## src/rtl/cmerge_sync_req_fifo.sv

```systemverilog
// Synchronous request FIFO behind the 6-way mutex merge: synchronises the drive strobe,
// queues i_data, returns a free pulse per entry. Optional high-water mark via CMERGE_FIFO_HWM_EN.
module cmerge_sync_req_fifo #(
    parameter int unsigned DW     = 6,
    parameter int unsigned DEPTH  = 4,
    parameter int unsigned FREE_W = 2
) (
    input  logic                     clk,
    input  logic                     rst,
    input  logic                     i_drive,
    input  logic [DW-1:0]            i_data,
    output logic                     o_free,
    output logic                     o_valid,
    output logic [DW-1:0]            o_data,
    input  logic                     i_ready,
    output logic [$clog2(DEPTH):0]   o_count,
`ifdef CMERGE_FIFO_HWM_EN
    input  logic                     i_hwm_clr,
    output logic [$clog2(DEPTH):0]   o_hwm,
`endif
    output logic                     o_full
);

    localparam int unsigned AW  = $clog2(DEPTH);
    localparam int unsigned CW  = AW + 1;
    localparam int unsigned FCW = $clog2(FREE_W + 1);

    typedef enum logic [2:0] {S_IDLE, S_STALL, S_PUSH, S_FREE, S_WAIT_LOW} state_t;

    state_t           state_q, state_d;
    logic             drv_d1_q, drv_d2_q, drv_d3_q;
    logic [1:0]       sync_vld_q;
    logic             arm_q;
    logic [FCW-1:0]   free_cnt_q, free_cnt_d;
    logic             free_q, free_d;
    logic [DW-1:0]    mem_q [DEPTH];
    logic [AW-1:0]    wr_ptr_q, rd_ptr_q;
    logic [CW-1:0]    count_q, count_d;
    logic             rise, full, push, pop;

    // A drive held across reset must be seen low once before it can be captured again;
    // sync_vld_q marks when drv_d2_q reflects the real input after the synchroniser clears.
    assign rise = drv_d2_q & ~drv_d3_q & arm_q;
    assign full = (count_q == CW'(DEPTH));
    assign pop  = o_valid & i_ready;

    always_ff @(posedge clk) begin
        if (rst) begin
            drv_d1_q   <= 1'b0;
            drv_d2_q   <= 1'b0;
            drv_d3_q   <= 1'b0;
            sync_vld_q <= '0;
            arm_q      <= 1'b0;
            state_q    <= S_IDLE;
            free_cnt_q <= '0;
            free_q     <= 1'b0;
        end else begin
            drv_d1_q   <= i_drive;
            drv_d2_q   <= drv_d1_q;
            drv_d3_q   <= drv_d2_q;
            sync_vld_q <= {sync_vld_q[0], 1'b1};
            arm_q      <= arm_q | (sync_vld_q[1] & ~drv_d2_q);
            state_q    <= state_d;
            free_cnt_q <= free_cnt_d;
            free_q     <= free_d;
        end
    end

    always_comb begin
        state_d = state_q;
        case (state_q)
            S_IDLE:     if (rise) state_d = full ? S_STALL : S_PUSH;
            S_STALL:    if (!full) state_d = S_PUSH;
            S_PUSH:     state_d = S_FREE;
            S_FREE:     if (free_cnt_q <= FCW'(1)) state_d = S_WAIT_LOW;
            S_WAIT_LOW: if (!drv_d2_q) state_d = S_IDLE;
            default:    state_d = S_IDLE;
        endcase
    end

    always_comb begin
        push       = (state_q == S_PUSH);
        free_d     = (state_d == S_FREE);
        free_cnt_d = free_cnt_q;
        if (state_q == S_PUSH)
            free_cnt_d = FCW'(FREE_W);
        else if (state_q == S_FREE)
            free_cnt_d = free_cnt_q - FCW'(1);
    end

    assign count_d = count_q + CW'(push) - CW'(pop);

    always_ff @(posedge clk) begin
        if (rst) begin
            for (int unsigned i = 0; i < DEPTH; i++) mem_q[i] <= '0;
            wr_ptr_q <= '0;
            rd_ptr_q <= '0;
            count_q  <= '0;
        end else begin
            if (push) begin
                mem_q[wr_ptr_q] <= i_data;
                wr_ptr_q <= (wr_ptr_q == AW'(DEPTH - 1)) ? '0 : wr_ptr_q + AW'(1);
            end
            if (pop)
                rd_ptr_q <= (rd_ptr_q == AW'(DEPTH - 1)) ? '0 : rd_ptr_q + AW'(1);
            count_q <= count_d;
        end
    end

    always_ff @(posedge clk) begin
        if (!rst) assert (!(push && !pop && full));
    end

`ifdef CMERGE_FIFO_HWM_EN
    logic [CW-1:0] hwm_q;

    always_ff @(posedge clk) begin
        if (rst)
            hwm_q <= '0;
        else if (i_hwm_clr)
            hwm_q <= count_q;
        else if (count_q > hwm_q)
            hwm_q <= count_q;
    end

    assign o_hwm = hwm_q;
`endif

    assign o_free  = free_q;
    assign o_valid = (count_q != '0);
    assign o_data  = mem_q[rd_ptr_q];
    assign o_count = count_q;
    assign o_full  = full;

endmodule

```

## config.mk

```make
export PLATFORM = sky130hd
export DESIGN_NAME = cmerge_sync_req_fifo
export DESIGN_NICKNAME = d
export VERILOG_FILES = /design/src/rtl/cmerge_sync_req_fifo.sv
export SDC_FILE = /design/constraint.sdc
export NUM_CORES = 1
export LEC_CHECK = 0
export ABC_AREA = 0
export CAP_MARGIN = 30
export CORE_UTILIZATION = 45
export DETAILED_ROUTE_END_ITERATION = 8
export PLACE_DENSITY = 0.72
export SETUP_SLACK_MARGIN = 0.3
export SKIP_CTS_REPAIR_TIMING = 1
export SLEW_MARGIN = 0
export SYNTH_ARGS = -nofsm -noshare
export SYNTH_HDL_FRONTEND = slang
export SYNTH_SLANG_ARGS = --single-unit
```

## constraint.sdc

```tcl
create_clock -name clk -period 2 [get_ports clk]
set_input_delay 0.2 -clock clk [delete_from_list [all_inputs] [get_ports clk]]
set_output_delay 0.2 -clock clk [all_outputs]
set_load 0.02 [all_outputs]
```

# [Word level (Yosys, flattened, before mapping)]
# Memory sizes are Yosys's and may differ from the RTL's. A register that Yosys moved wholly into a read port is not among the register bits.
# Cells that the tools add are included.
[classes] addsub=5 order_cmp=1 n_eq_ne=8 mux=21 n_bitwise=7 reduce_logical=5
[op_table] operator="2-bit 2-to-1 mux" n=8
[op_table] operator="3-bit one-hot mux with 5 select lines" n=1
[op_table] operator="3-bit 2-to-1 mux" n=4
[op_table] operator="3-bit by 2-bit equality test with 1-bit output (second input constant)" n=3
[op_table] operator="1-bit 2-to-1 mux" n=7
[op_table] operator="3-bit equality test (second input constant)" n=2
[op_table] operator="6-bit 2-to-1 mux" n=1
[op_table] operator="6-bit OR reduction" n=1
[op_table] operator="2-bit by 1-bit adder with 2-bit output (second input constant)" n=2
[op_table] operator="1-bit bitwise AND" n=4
[op_table] operator="2-bit equality test (second input constant)" n=2
[op_table] operator="3-bit by 1-bit adder with 3-bit output" n=1
[op_table] operator="3-bit by 1-bit equality test with 1-bit output (second input constant)" n=1
[op_table] operator="3-bit logical NOT" n=1
[op_table] operator="3-bit nonzero test" n=1
[op_table] operator="3-bit by 1-bit subtractor with 3-bit output" n=1
[op_table] operator="2-bit by 1-bit less-or-equal comparator with 1-bit output (second input constant)" n=1
[op_table] operator="1-bit NOT" n=2
[op_table] operator="2-bit nonzero test" n=1
[op_table] operator="2-bit OR reduction" n=1
[op_table] operator="2-bit by 1-bit subtractor with 2-bit output (second input constant)" n=1
[op_table] operator="1-bit bitwise OR" n=1
[totals] register_bits=19 ram_bits=24 input_bits=10 out_inout_bits=12 word_cells=61 n_memories=1
[memory_table] memory="mem_q" words=4 word_bits=6 read_ports=1 rd_ports_with_merged_regs=1 write_ports=4 line_no="36" rtl="logic [DW-1:0] mem_q [DEPTH];"

# [Depth between registers and ports, before layout]
[depth] depth_word=6 mapped_depth=11

# [Least setup slack after synthesis]
# OpenSTA, ideal clock, no wires.
[synth_timing] path_type="register -> register" startpoint="register count_q[1] (netlist: o_count[1])" endpoint="register count_q[2] (netlist: o_count[2])" setup_ps=78 arrival_time_ps=2207 required_time_ps=1922 setup_slack_ps=-285 stages_incl_launch_ff=11 path_buffers=0 path_cell_list="dfxtp_1 > o31ai_1 > inv_1 > ha_1 > inv_1 > ha_1 > inv_1 > fa_1 > xor2_1 > and2_1 > nor3_1"
[synth_via] elab_chain_len=3 word_cells_on_any_way=4
[synth_rtl] item="start, declared" line_no="38" rtl="logic [CW-1:0] count_q, count_d;"
[synth_rtl] item="start signal, assigned" line_no="106" rtl="count_q <= count_d;"
[synth_rtl] item="3-bit nonzero test" line_no="130" rtl="assign o_valid = (count_q != '0);"
[synth_rtl] item="1-bit bitwise AND" line_no="45" rtl="assign pop = o_valid & i_ready;"
[synth_rtl] item="named net pop" line_no="39" rtl="logic rise, full, push, pop;"
[synth_rtl] item="3-bit by 1-bit subtractor with 3-bit output" line_no="91" rtl="assign count_d = count_q + CW'(push) - CW'(pop);"
# The timed path passes the listed nets, and every way through them passes these cells.
# A chain may end at the register's enable or synchronous reset.

# [Worst setup path in the final report]
[layout_timing] startpoint="register count_q[0] (netlist: o_count[0])" endpoint="register count_q[2] (netlist: o_count[2])"
# Same word-level chain as after synthesis.

==> results_dict.tcl <==
set metrics [dict create \
    grt_pass1_vias 1275 \
    arrival_ps 2270 \
    initial_core_util_pct 47.21 \
    vdd_ir_drop_max_uv 718.9 \
    fin_crit_sh_pct 102.6 \
    fin_util_pct 59.88 \
    io_pins 22 \
    routedWlPerCell_um 15.06 \
    clkSinkCount 45 \
    coreArea_um2 4058 \
    p_total_mw 2.489 \
    min_path_type "register to register" \
    wl_um 3570 \
    cts_tree "yes" \
    grt-ovfl-total 0 \
    cp_num_buf_inv 3 \
    critPathMostFrequentCell "inv_1" \
    synth.net_count 162 \
    fmax_mhz 487.1 \
    synthFlopType "edfxtp_1" \
    via_per_inst 5.169 \
    ys_types 34 \
    first_iter_violations 56 \
    antenna_cells 0 \
    cts-root-buf "clkbuf_8" \
    antenna_left 0 \
    drv_slew 0 \
    synth_commonest_cells "24 x edfxtp_1, 21 x dfxtp_1, 19 x and2_1" \
    fin_crit_ps 2053 \
    grt_start_max_net_pins 22 \
    synthCells 147 \
    rsz0062_at_grt "true" \
    crit_path_max_incr_delay_ps 370 \
    syn_area_per_cell_um2 13.03 \
    final_nets 201 \
    tns_ps -52.87 \
    yosysTopAreaCell "edfxtp_1" \
    slew_headroom_pct 73.64 \
    pre_cts_slack_ps -196.1 \
    outcome "complete, but fails checks" \
    synth_area_leaders "edfxtp_1 38%, dfxtp_1 22%, mux4_2 7.1%, and2_1 6.2%, ha_1 2.6%" \
    portBuffers 21 \
    dieArea_um2 4522 \
    clockBufferDepth 2 \
    power_density_nw_per_um2 1024 \
    die_h_um 67.25 \
    fill_cells 311 \
    synth-seq-area-share_pct 59.57 \
    hold_viol_final 0 \
    insertion_delay_ps 300 \
    vias 1225 \
    h-tree-depth 2 \
    syn-cell-area_um2 1916 \
    yosysMostFrequentCell "edfxtp_1" \
    whs_ps 450.9 \
    row_count 23 \
    worst_slew_pin_slew_ps 395.3 \
    path_class "register to register" \
    multiInputGateArea_um2 772.0 \
    cp.required_ps 2220 \
    area_growth_pct 26.85 \
    dieWidth_um 67.25 \
    setup.worst_path.end_class "register" \
    synth_top_cell_area_share_pct 37.62 \
    finalSetupViolations 1 \
    regArea_um2 1151 \
    hpwl_um 2559 \
    grt_pass1_wl_um 5789 \
    critPathMaxFanout 5 \
    crit_chain "o31ai_4, inv_1, ha_1, inv_1, ha_2, inv_2, fa_2, xor2_2, and2_1, nor3_2" \
    failed_checks "setup timing" \
    clock_skew_ps 9.983 \
    place.gp.congestion 0.7448 \
    drive_gt1_share_pct 32.09 \
    yosysWarningCount 0 \
    drc 0 \
    cp-start-kind "register" \
    clk_pin_slew_ps 80 \
    async_flop_share_pct 0 \
    antenna_found_initial 0 \
    cp_slowest_cell "dfxtp_4" \
    path_delay_family "adder cells" \
    first_pass_iters 4 \
    synth_seq_cells 45 \
    numCtsBuffers 5 \
    synth-edff-count 24 \
    grt_usage_pct 18.16 \
    leakage_nw 0.9743 \
    maxCapViolCount 0 \
    fin_ws_ps -52.87 \
]
-- worst paths after layout --
path | start | to | slack, ps | depth (start not counted)
setup / recovery | o_count[0]$_SDFF_PP0_ | o_count[2]$_SDFF_PP0_ | -50 | 10
hold / removal | drv_d1_q$_SDFF_PP0_ | drv_d2_q$_SDFF_PP0_ | 450 | 1
hold reg to reg | drv_d1_q$_SDFF_PP0_ | drv_d2_q$_SDFF_PP0_ | 450 | 1
setup reg to reg | o_count[0]$_SDFF_PP0_ | o_count[2]$_SDFF_PP0_ | -50 | 10
-- registers in the layout, summed over array words and instances, names as in the netlist, named ones only --
signal	cells
drv_d3_q	1
state_q	3
o_count	3
drv_d2_q	1
wr_ptr_q	2
free_cnt_q	2
mem_q	24
rd_ptr_q	2
drv_d1_q	1
o_free	1
sync_vld_q	2
arm_q	1
-- cell type report --
class / count / share of cell area (%)
sequential: 45 / 47.37
clock buffer: 6 / 2.987
timing repair buffer: 36 / 12.77
inverter: 7 / 1.081
multi-input combinational: 91 / 31.77
clock inverter: 2 / 1.442
tap: 50 / 2.575
-- power breakdown --
part	total [mW]	leakage [nW]	switching, mW	internal (mW)
logic	0.702	0.497	0.336	0.366
registers	1.13	0.422	0.0708	1.06
clock network	0.658	0.0552	0.288	0.371
-- per-stage QoR --
step,instance area [um^2],cells
after global placement,2311,227
after floorplan,1952,147
after CTS,2419,235
after global routing,2430,237
final,2430,237
after detailed placement,2311,227
-- cells in the final DEF, fill, tap and decap left out, types with 3 or more instances in the layout --
| cell | count |
|---|---|
| a21oi_1 | 6 |
| and2_1 | 19 |
| and2_2 | 6 |
| buf_4 | 14 |
| clkbuf_2 | 5 |
| clkbuf_8 | 5 |
| clkdlybuf4s50_1 | 13 |
| dfxtp_1 | 17 |
| edfxtp_1 | 24 |
| ha_1 | 3 |
| inv_1 | 6 |
| mux4_2 | 6 |
| nand2_1 | 6 |
| nor2_1 | 8 |
| nor2b_1 | 6 |
| or2_2 | 4 |
-- worst reg2reg max path: cells and delay by family (launching register included) --
kind | cells | cell delay (ps)
adders and majority gates | 3 | 770
AOI/OAI and AO/OA | 1 | 250
and+or+nand+nor | 2 | 270
DFF | 1 | 370
buffers and inverters | 3 | 180
xor gates and xnor gates | 1 | 160
-- kinds of logic (layout without fill, tap and decap cells) --
family / Yosys count / count (layout) / synth area share, %
adders and majority gates: 5 / 5 / 3.658
muxes: 7 / 7 / 7.577
and+or+nand+nor: 65 / 65 / 21.95
xor gates and xnor gates: 1 / 1 / 0.4573
buffers and inverters: 11 / 51 / 2.613
AOI/OAI and AO/OA: 13 / 13 / 4.181
DFF: 45 / 45 / 59.57
-- layer usage --
layer,track usage [%],share of wire (%)
met5,0,0
met4,5.585,0.28
met3,5.574,3.6
met2,32.38,55
met1,20.61,41
No activity file was read; power rests on OpenSTA's default activity.
